`config.mk`:
```
export PLATFORM = sky130hd
export DESIGN_NAME = node_bit_collector
export DESIGN_NICKNAME = d
export VERILOG_FILES = /design/src/rtl/node_bit_collector.sv
export SDC_FILE = /design/constraint.sdc
export NUM_CORES = 1
export LEC_CHECK = 0
export BUFFER_PORTS_ARGS = -buffer_cell sky130_fd_sc_hd__buf_2
export CORE_MARGIN = 8
export CORE_UTILIZATION = 50
export CTS_CLUSTER_DIAMETER = 60
export CTS_CLUSTER_SIZE = 20
export DETAILED_ROUTE_END_ITERATION = 7
export HOLD_SLACK_MARGIN = 0.05
export PLACE_DENSITY = 0.75
export SYNTH_ARGS = -nofsm -noshare
export SYNTH_HDL_FRONTEND = slang
export SYNTH_SLANG_ARGS = --single-unit
export TNS_END_PERCENT = 10
```
`constraint.sdc`:
```
create_clock -name clk_i -period 1.69 [get_ports clk_i]
set_input_delay 0.338 -clock clk_i [delete_from_list [all_inputs] [get_ports clk_i]]
set_output_delay 0.338 -clock clk_i [all_outputs]
set_load 0.005 [all_outputs]
```
`src/rtl/node_bit_collector.sv`:
```
// node_bit_collector: registers each 8-bit SPC node decision, produces its
// polar partial sums (x = u * F^{x3}) for the upper stages, and packs
// consecutive nodes into a FRAME_LEN-bit frame offered on a valid/ready port.
module node_bit_collector #(
    parameter int FRAME_LEN = 64,
    parameter int NODE_BITS = 8
) (
    input  logic                                  clk_i,
    input  logic                                  rst_n_i,
    input  logic                                  dec_start_i,
    input  logic                                  node_valid_i,
    output logic                                  node_ready_o,
    input  logic [NODE_BITS-1:0]                  node_bits_i,
    output logic                                  psum_valid_o,
    output logic [NODE_BITS-1:0]                  psum_bits_o,
    output logic [$clog2(FRAME_LEN/NODE_BITS):0]  node_cnt_o,
    output logic                                  frame_valid_o,
    input  logic                                  frame_ready_i,
    output logic [FRAME_LEN-1:0]                  frame_bits_o
);

    localparam int SLOTS = FRAME_LEN / NODE_BITS;
    localparam int CNT_W = $clog2(SLOTS) + 1;

    typedef enum logic {
        COLLECT = 1'b0,
        FULL    = 1'b1
    } state_t;

    state_t                 state_q;
    logic [CNT_W-1:0]       node_cnt_q;
    logic                   frame_valid_q;
    logic [FRAME_LEN-1:0]   frame_bits_q;
    logic                   psum_valid_q;
    logic [NODE_BITS-1:0]   psum_bits_q;
    logic [NODE_BITS-1:0]   psum_d;
    logic [NODE_BITS-1:0]   v;
    logic                   node_accept;
    logic                   frame_accept;

    // A start request wins over both handshakes so an aborted frame never
    // leaks a node write, a partial sum, or a frame hand-off.
    assign node_ready_o = (state_q == COLLECT);
    assign node_accept  = node_valid_i & node_ready_o & ~dec_start_i;
    assign frame_accept = frame_valid_q & frame_ready_i & ~dec_start_i;

    // Butterfly network: v[i] holds u_i, each stage h folds v[i+h] into v[i]
    // for the lower member of every pair, giving x in v after h = 4.
    always_comb begin
        v      = '0;
        psum_d = '0;
        for (int i = 0; i < 8; i++) begin
            v[i] = node_bits_i[7-i];
        end
        for (int s = 0; s < 3; s++) begin
            for (int p = 0; p < 4; p++) begin
                v[((p >> s) << (s + 1)) | (p & ((1 << s) - 1))] =
                    v[((p >> s) << (s + 1)) | (p & ((1 << s) - 1))] ^
                    v[(((p >> s) << (s + 1)) | (p & ((1 << s) - 1))) + (1 << s)];
            end
        end
        for (int i = 0; i < 8; i++) begin
            psum_d[7-i] = v[i];
        end
    end

    // Frame collection state machine with registered partial-sum and frame outputs.
    always_ff @(posedge clk_i) begin
        if (!rst_n_i) begin
            state_q       <= COLLECT;
            node_cnt_q    <= '0;
            frame_valid_q <= 1'b0;
            frame_bits_q  <= '0;
            psum_valid_q  <= 1'b0;
            psum_bits_q   <= '0;
        end else begin
            psum_valid_q <= node_accept;
            if (node_accept) begin
                psum_bits_q <= psum_d;
            end

            if (dec_start_i) begin
                state_q       <= COLLECT;
                node_cnt_q    <= '0;
                frame_valid_q <= 1'b0;
            end else begin
                case (state_q)
                    COLLECT: begin
                        if (node_valid_i) begin
                            for (int k = 0; k < SLOTS; k++) begin
                                if (node_cnt_q == CNT_W'(k)) begin
                                    frame_bits_q[FRAME_LEN-1-NODE_BITS*k -: NODE_BITS] <= node_bits_i;
                                end
                            end
                            node_cnt_q <= node_cnt_q + CNT_W'(1);
                            if (node_cnt_q == CNT_W'(SLOTS - 1)) begin
                                state_q       <= FULL;
                                frame_valid_q <= 1'b1;
                            end
                        end
                    end
                    FULL: begin
                        if (frame_accept) begin
                            state_q       <= COLLECT;
                            node_cnt_q    <= '0;
                            frame_valid_q <= 1'b0;
                        end
                    end
                    default: begin
                        state_q <= COLLECT;
                    end
                endcase
            end
        end
    end

    assign psum_valid_o  = psum_valid_q;
    assign psum_bits_o   = psum_bits_q;
    assign node_cnt_o    = node_cnt_q;
    assign frame_valid_o = frame_valid_q;
    assign frame_bits_o  = frame_bits_q;

endmodule

```
==> reports/results.txt, run 1 <==
Post-CTS sizing - 0
CTS sink count - 79
H-tree level count - 3
Bufs on Longest Clock Path - 2
CTS tree - done
Hold Crit Class - input port to register
Synth Cell Area - 3290 µm²
Yosys warnings - 0
Vias in the first global route - 2401
Crit path DAT - 1.75 ns
Synth Area per Inst - 11.0 µm²
Starting Density - 51.8%
Final hold vios - 0
Row count - 29
Syn nets - 317
Distinct cells, synth - 29
Mapped Cells - 300
Setup-failing EPs final - 0
Total die area - 9420 µm²
Fraction of layout cells with a size suffix above 1 - 31.9%
DR vias - 2348
Reg clk slew, reported paths - 0.08 ns
Final Skew - 0.00707 ns
Core box area - 6350 µm²
Leakage - 2.14 nW
# diodes - 0
FF+latch count, synth - 79
Setup_tns - 0 ns
Port buffer count - 91
# IOs - 92
DRT Wirelength - 7840 µm
Max-cap viol count - 0
Storage element area - 1580 µm²
Top FF cell, synth - dfxtp_1
Req. time, crit path - 1.93 ns
Unrepaired setup endpoints after global routing - no
Routability cong. - 0.806
Critical Path Sink Type - register
PD cells - 953 nW/µm²
Area contributors post-synth - dfxtp_1 (48%), mux2i_1 (20%), nor2b_1 (13%)
DRT Pass-1 Iters - 4
Grt ovf - 0
Post-synth top area cell - dfxtp_1
CP max stage delay - 0.37 ns
Peak VDD IR - 0.625 mV
Root buf cell - clkbuf_8
Detailed placer's ending HPWL - 5720 µm
Setup Buffers After CTS - 0
Inserted Clock Buffers - 9
Global-route wire length before repair - 12600 µm
Starting DRT DRC Count - 112
Max Clock Freq - 0.661 GHz
Commonest non-fill, non-tap cells in the layout - buf_2 (91), dfxtp_1 (79), nor2b_1 (66)
Multi-input combinational cell area - 1580 µm²
WS Path Type - register to register
Post-route setup slack - 0.177 ns
Least-Margin Pin Slew - 0.464 ns
Max transition margin - 69.0%
Largest driver fanout on the critical path - 8
Seq/Total Area, Yosys - 48.1%
Final clock period utilization by the worst path - 89.5%
Pwr Total - 3.89 mW
CP Launch Type - register
Status - finished, final reports clean
Slew Viols, Final - 0
Top-area cell type share of the netlist area - 48.1%
DR WL/cell - 16.5 µm
CP Cell Sequence - nor3b_4, buf_12, nand3_2, mux2i_1, nor2b_1
Area Growth Syn to Fin - 24.1%
Fraction of registers with async set/reset - 0%
Initial antenna violation count - 0
Post-synth EDFFs - 0
Fin crit period - 1.51 ns
Largest net degree at the start of global routing - 52
Busiest grt layer - met2
Vias per cell - 4.94
Pre-CTS setup slack - 0.0903 ns
Die span in y - 97.1 µm
Slowest CP cell - dfxtp_1
GRT Total Usage - 16.4%
NumNets Final - 410
Residual DRC - 0
M2 GR Usage - 26.5%
# hold bufs at CTS - 0
# fillers - 529
Die width - 97.1 µm
Skew-Pair Late Insertion Delay - 0.34 ns
Commonest non-fill, non-tap cell in the layout - buf_2
GR Layer Usage met3 - 5.41%
M1 GR Usage - 19.3%
Antenna Nets Post-Route - 0
==> Yosys cell counts, drive strengths merged, types with 2 or more instances <==
library cell	number
ha	4
clkbuf	9
o211a	6
nand3	10
buf	11
nor2b	66
dfxtp	79
nand2	11
a21oi	6
nand2b	2
mux2i	65
nor2	7
inv	3
xnor2	12
==> metrics by stage <==
| stage | area [µm²] | hold WS [ns] | cells | utilization, % |
|---|---|---|---|---|
| 6_report | 4080 | 0.312 | 475 | 64.2 |
| 5_1_grt | 4080 | 0.312 | 475 | 64.2 |
| 4_1_cts | 4080 | 0.300 | 475 | 64.2 |
| 3_5_place_dp | 3830 | 0.483 | 459 | 60.4 |
| 3_3_place_gp | 3830 | 0.474 | 459 | 60.4 |
| 2_1_floorplan | 3290 | 0.474 | 300 | - |
==> path summary, 6_finish.rpt <==
check                              from                       endpoint  slack, ns  depth (start not counted)
min                       frame_ready_i             state_q$_SDFF_PP0_       0.31                          4
max                  state_q$_SDFF_PP0_  frame_bits_o[30]$_SDFFE_PN0P_       0.18                          5
min reg2reg  frame_valid_o$_SDFFE_PP0P_     frame_valid_o$_SDFFE_PP0P_       0.49                          2
max reg2reg          state_q$_SDFF_PP0_  frame_bits_o[30]$_SDFFE_PN0P_       0.18                          5
==> report_power, final <==
| group | total, mW | switching [mW] | internal, mW | leakage [nW] |
|---|---|---|---|---|
| Clock | 1.70 | 0.680 | 1.02 | 0.122 |
| Sequential | 1.90 | 0.0164 | 1.89 | 0.639 |
| Combinational | 0.287 | 0.151 | 0.136 | 1.38 |
==> routing by layer <==
metal | vias to the layer above | routed length (µm)
met5 | - | 0
met4 | 0 | 160
met3 | 11 | 473
met2 | 59 | 3680
met1 | 1104 | 3530
li1 | 1174 | -
==> cells by family after synthesis <==
logic type / share of synthesized area [%]
buf+inv: 3.77
simple gates: 20.2
xor+xnor: 3.46
compound gates: 3.12
mux: 19.8
fa+ha+maj: 1.52
flops: 48.1
==> sequential cells by signal (all words and copies together), names as in the netlist <==
register / flops
psum_bits_o: 8
frame_bits_o: 64
state_q: 1
psum_valid_o: 1
frame_valid_o: 1
node_cnt_o: 4
==> critical path: cells and delay by family, from the launching register on <==
kind | cells | cell delay [ns]
muxes | 1 | 0.24
and+or+nand+nor | 3 | 0.61
DFF | 1 | 0.37
buffers and inverters | 1 | 0.18
==> layout make-up <==
class                           instances  share of cell area, %
Sequential cell                        79                   38.8
Multi-Input combinational cell        198                   38.8
Timing Repair Buffer                  102                   13.8
Clock buffer                           10                   3.37
Clock inverter                          6                   2.64
Tap cell                               77                   2.36
Inverter                                3                  0.276
Note: power is estimated with default switching activity, not from simulation.
==> run 2: changes to the inputs <==
BUFFER_PORTS_ARGS = not set   (was -buffer_cell sky130_fd_sc_hd__buf_2)
DONT_BUFFER_PORTS = 1   (was not set)
PLACE_DENSITY = 0.63   (was 0.75)
==> reports/results.txt, run 2 (synthesized netlist as in run 1, its figures left out) <==
DRT Pass-1 Iters - 4 (unchanged)
CTS tree - done (unchanged)
Initial antenna violation count - 0 (unchanged)
Crit path DAT - 1.78 ns (was 1.75 ns)
Largest net degree at the start of global routing - 74 (was 52)
Sw power - 0.762 mW (was 0.847 mW)
Setup-failing EPs final - 0 (unchanged)
Core box area - 6350 µm² (unchanged)
CP max stage delay - 0.48 ns (was 0.37 ns)
Least-Margin Pin Slew - 0.481 ns (was 0.464 ns)
Hold slack final - 0.129 ns (was 0.312 ns)
Final clock period utilization by the worst path - 91.4% (was 89.5%)
Worst Setup SP - node_cnt_o[0]$_SDFFE_PP0P_ (was state_q$_SDFF_PP0_)
Worst r2r src - node_cnt_o[0]$_SDFFE_PP0P_ (was state_q$_SDFF_PP0_)
WS Path Type - register to register (unchanged)
Post-CTS sizing - 0 (unchanged)
Die width - 97.1 µm (unchanged)
CP Cell Sequence - ha_1, and3_1, buf_4, mux2i_1, nor2b_1 (was nor3b_4, buf_12, nand3_2, mux2i_1, nor2b_1)
# IOs - 92 (unchanged)
# diodes - 0 (unchanged)
Starting DRT DRC Count - 101 (was 112)
NumNets Final - 312 (was 410)
Number of flip-flops in the largest register - 64 (unchanged)
Area Growth Syn to Fin - 7.88% (was 24.1%)
Comb power frac - 4.3% (was 7.4%)
Peak VDD IR - 0.716 mV (was 0.625 mV)
Setup Buffers After CTS - 0 (unchanged)
Largest driver fanout on the critical path - 8 (unchanged)
Row count - 29 (unchanged)
Port buffer count - 0 (was 91)
Grt ovf - 0 (unchanged)
Reg clk slew, reported paths - 0.08 ns (about the same)
Sequential share of power - 50.7% (was 49.0%)
Starting Density - 51.8% (unchanged)
Switching Fraction - 20.2% (was 21.8%)
Final Skew - 0.00564 ns (was 0.00707 ns)
DR vias - 1985 (was 2348)
DR WL/cell - 19.8 µm (was 16.5 µm)
Unrepaired setup endpoints after global routing - no (unchanged)
Int Pwr - 3.01 mW (was 3.04 mW)
Fraction of layout cells with a size suffix above 1 - 9.33% (was 31.9%)
GRT Total Usage - 15.7% (was 16.4%)
# hold bufs at CTS - 0 (unchanged)
Hold Crit Class - input port to register (unchanged)
PD cells - 1060 nW/µm² (was 953 nW/µm²)
Req. time, crit path - 1.93 ns (about the same)
CP Launch Type - register (unchanged)
Clock share of power - 45.0% (was 43.6%)
Total die area - 9420 µm² (unchanged)
Critical Path Sink Type - register (unchanged)
Commonest non-fill, non-tap cell in the layout - dfxtp_1 (was buf_2)
Skew-Pair Late Insertion Delay - 0.34 ns (about the same)
DRT Wirelength - 7450 µm (was 7840 µm)
CTS sink count - 79 (unchanged)
H-tree level count - 3 (unchanged)
Vias per cell - 5.27 (was 4.94)
Residual DRC - 0 (unchanged)
Max-cap viol count - 0 (unchanged)
Vias in the first global route - 1970 (was 2401)
Final hold vios - 0 (unchanged)
Antenna Nets Post-Route - 0 (unchanged)
Fin crit period - 1.55 ns (was 1.51 ns)
Worst R2R End - frame_bits_o[1]$_SDFFE_PN0P_ (was frame_bits_o[30]$_SDFFE_PN0P_)
Die span in y - 97.1 µm (unchanged)
Register-to-Register Path Depth - 5 (unchanged)
Setup slack, reg-to-reg - 0.14 ns (was 0.18 ns)
Slowest CP cell - dfxtp_1 (unchanged)
Routability cong. - 0.778 (was 0.806)
Detailed placer's ending HPWL - 4980 µm (was 5720 µm)
Global-route wire length before repair - 11700 µm (was 12600 µm)
Bufs on Longest Clock Path - 2 (unchanged)
CP endpoint - frame_bits_o[1]$_SDFFE_PN0P_ (was frame_bits_o[30]$_SDFFE_PN0P_)
Max Clock Freq - 0.647 GHz (was 0.661 GHz)
Leakage - 1.62 nW (was 2.14 nW)
Root buf cell - clkbuf_8 (unchanged)
Status - finished, final reports clean (unchanged)
Inserted Clock Buffers - 9 (unchanged)
Setup_tns - 0 ns (unchanged)
Slew Viols, Final - 0 (unchanged)
Commonest non-fill, non-tap cells in the layout - dfxtp_1 (79), nor2b_1 (66), mux2i_1 (65) (was buf_2 (91), dfxtp_1 (79), nor2b_1 (66))
Max transition margin - 67.9% (was 69.0%)
[run 2: critical path: cells and delay by family, from the launching register on]
kind                       cells  cell delay (ns)
muxes                          1             0.20
buffers and inverters          1             0.20
and+or+nand+nor                2             0.25
adders and majority gates      1             0.31
DFF                            1             0.48
[run 2: metal layers]
layer / vias to the layer above / GRT usage, % / share of wire (%)
met5: - / 0 / 0
met4: 0 / 5.68 / 1.3
met1: 924 / 19.4 / 45
li1: 989 / - / -
met3: 8 / 7.82 / 9.9
met2: 64 / 22.9 / 44
[run 2: how the worst min path moves through the flow]
stage,slack (ns),cells after the start,endpoint,from
after floorplan,0.47,2,frame_valid_o$_SDFFE_PP0P_,frame_valid_o$_SDFFE_PP0P_
after global placement,0.48,1,frame_bits_o[58]$_SDFFE_PN0P_,rst_n_i
after detailed placement,0.48,1,frame_bits_o[58]$_SDFFE_PN0P_,rst_n_i
after CTS,0.11,1,psum_bits_o[6]$_SDFFE_PN0P_,rst_n_i
after global routing,0.10,1,psum_bits_o[6]$_SDFFE_PN0P_,rst_n_i
final,0.13,1,frame_bits_o[59]$_SDFFE_PN0P_,rst_n_i
[run 2: final cells by class]
| cell class | instances | area, µm² |
|---|---|---|
| Fill cell | 591 | 2800 |
| Sequential cell | 79 | 1580 |
| Multi-Input combinational cell | 198 | 1580 |
| Clock buffer | 11 | 141 |
| Clock inverter | 5 | 104 |
| Tap cell | 77 | 96.3 |
| Timing Repair Buffer | 4 | 30.0 |
| Inverter | 3 | 11.3 |
[run 2: power groups by stage]
| stage | registers, mW | logic (mW) | clock network (mW) |
|---|---|---|---|
| after floorplan | 1.95 | 0.189 | 0 |
| after global placement | 1.96 | 0.160 | 0 |
| after detailed placement | 1.96 | 0.161 | 0 |
| after CTS | 1.92 | 0.162 | 1.74 |
| after global routing | 1.92 | 0.178 | 1.82 |
| final | 1.91 | 0.161 | 1.70 |
[run 2: through the flow]
step | std cells | power [mW] | worst slack (ns) | instance area [µm²] | util (%)
after global placement | 361 | 2.12 | 0.152 | 3300 | 52.0
after floorplan | 300 | 2.14 | 0.340 | 3290 | -
after CTS | 377 | 3.82 | 0.141 | 3550 | 55.8
final | 377 | 3.77 | 0.145 | 3550 | 55.8
after detailed placement | 361 | 2.12 | 0.161 | 3300 | 52.0
after global routing | 377 | 3.91 | 0.0336 | 3550 | 55.8
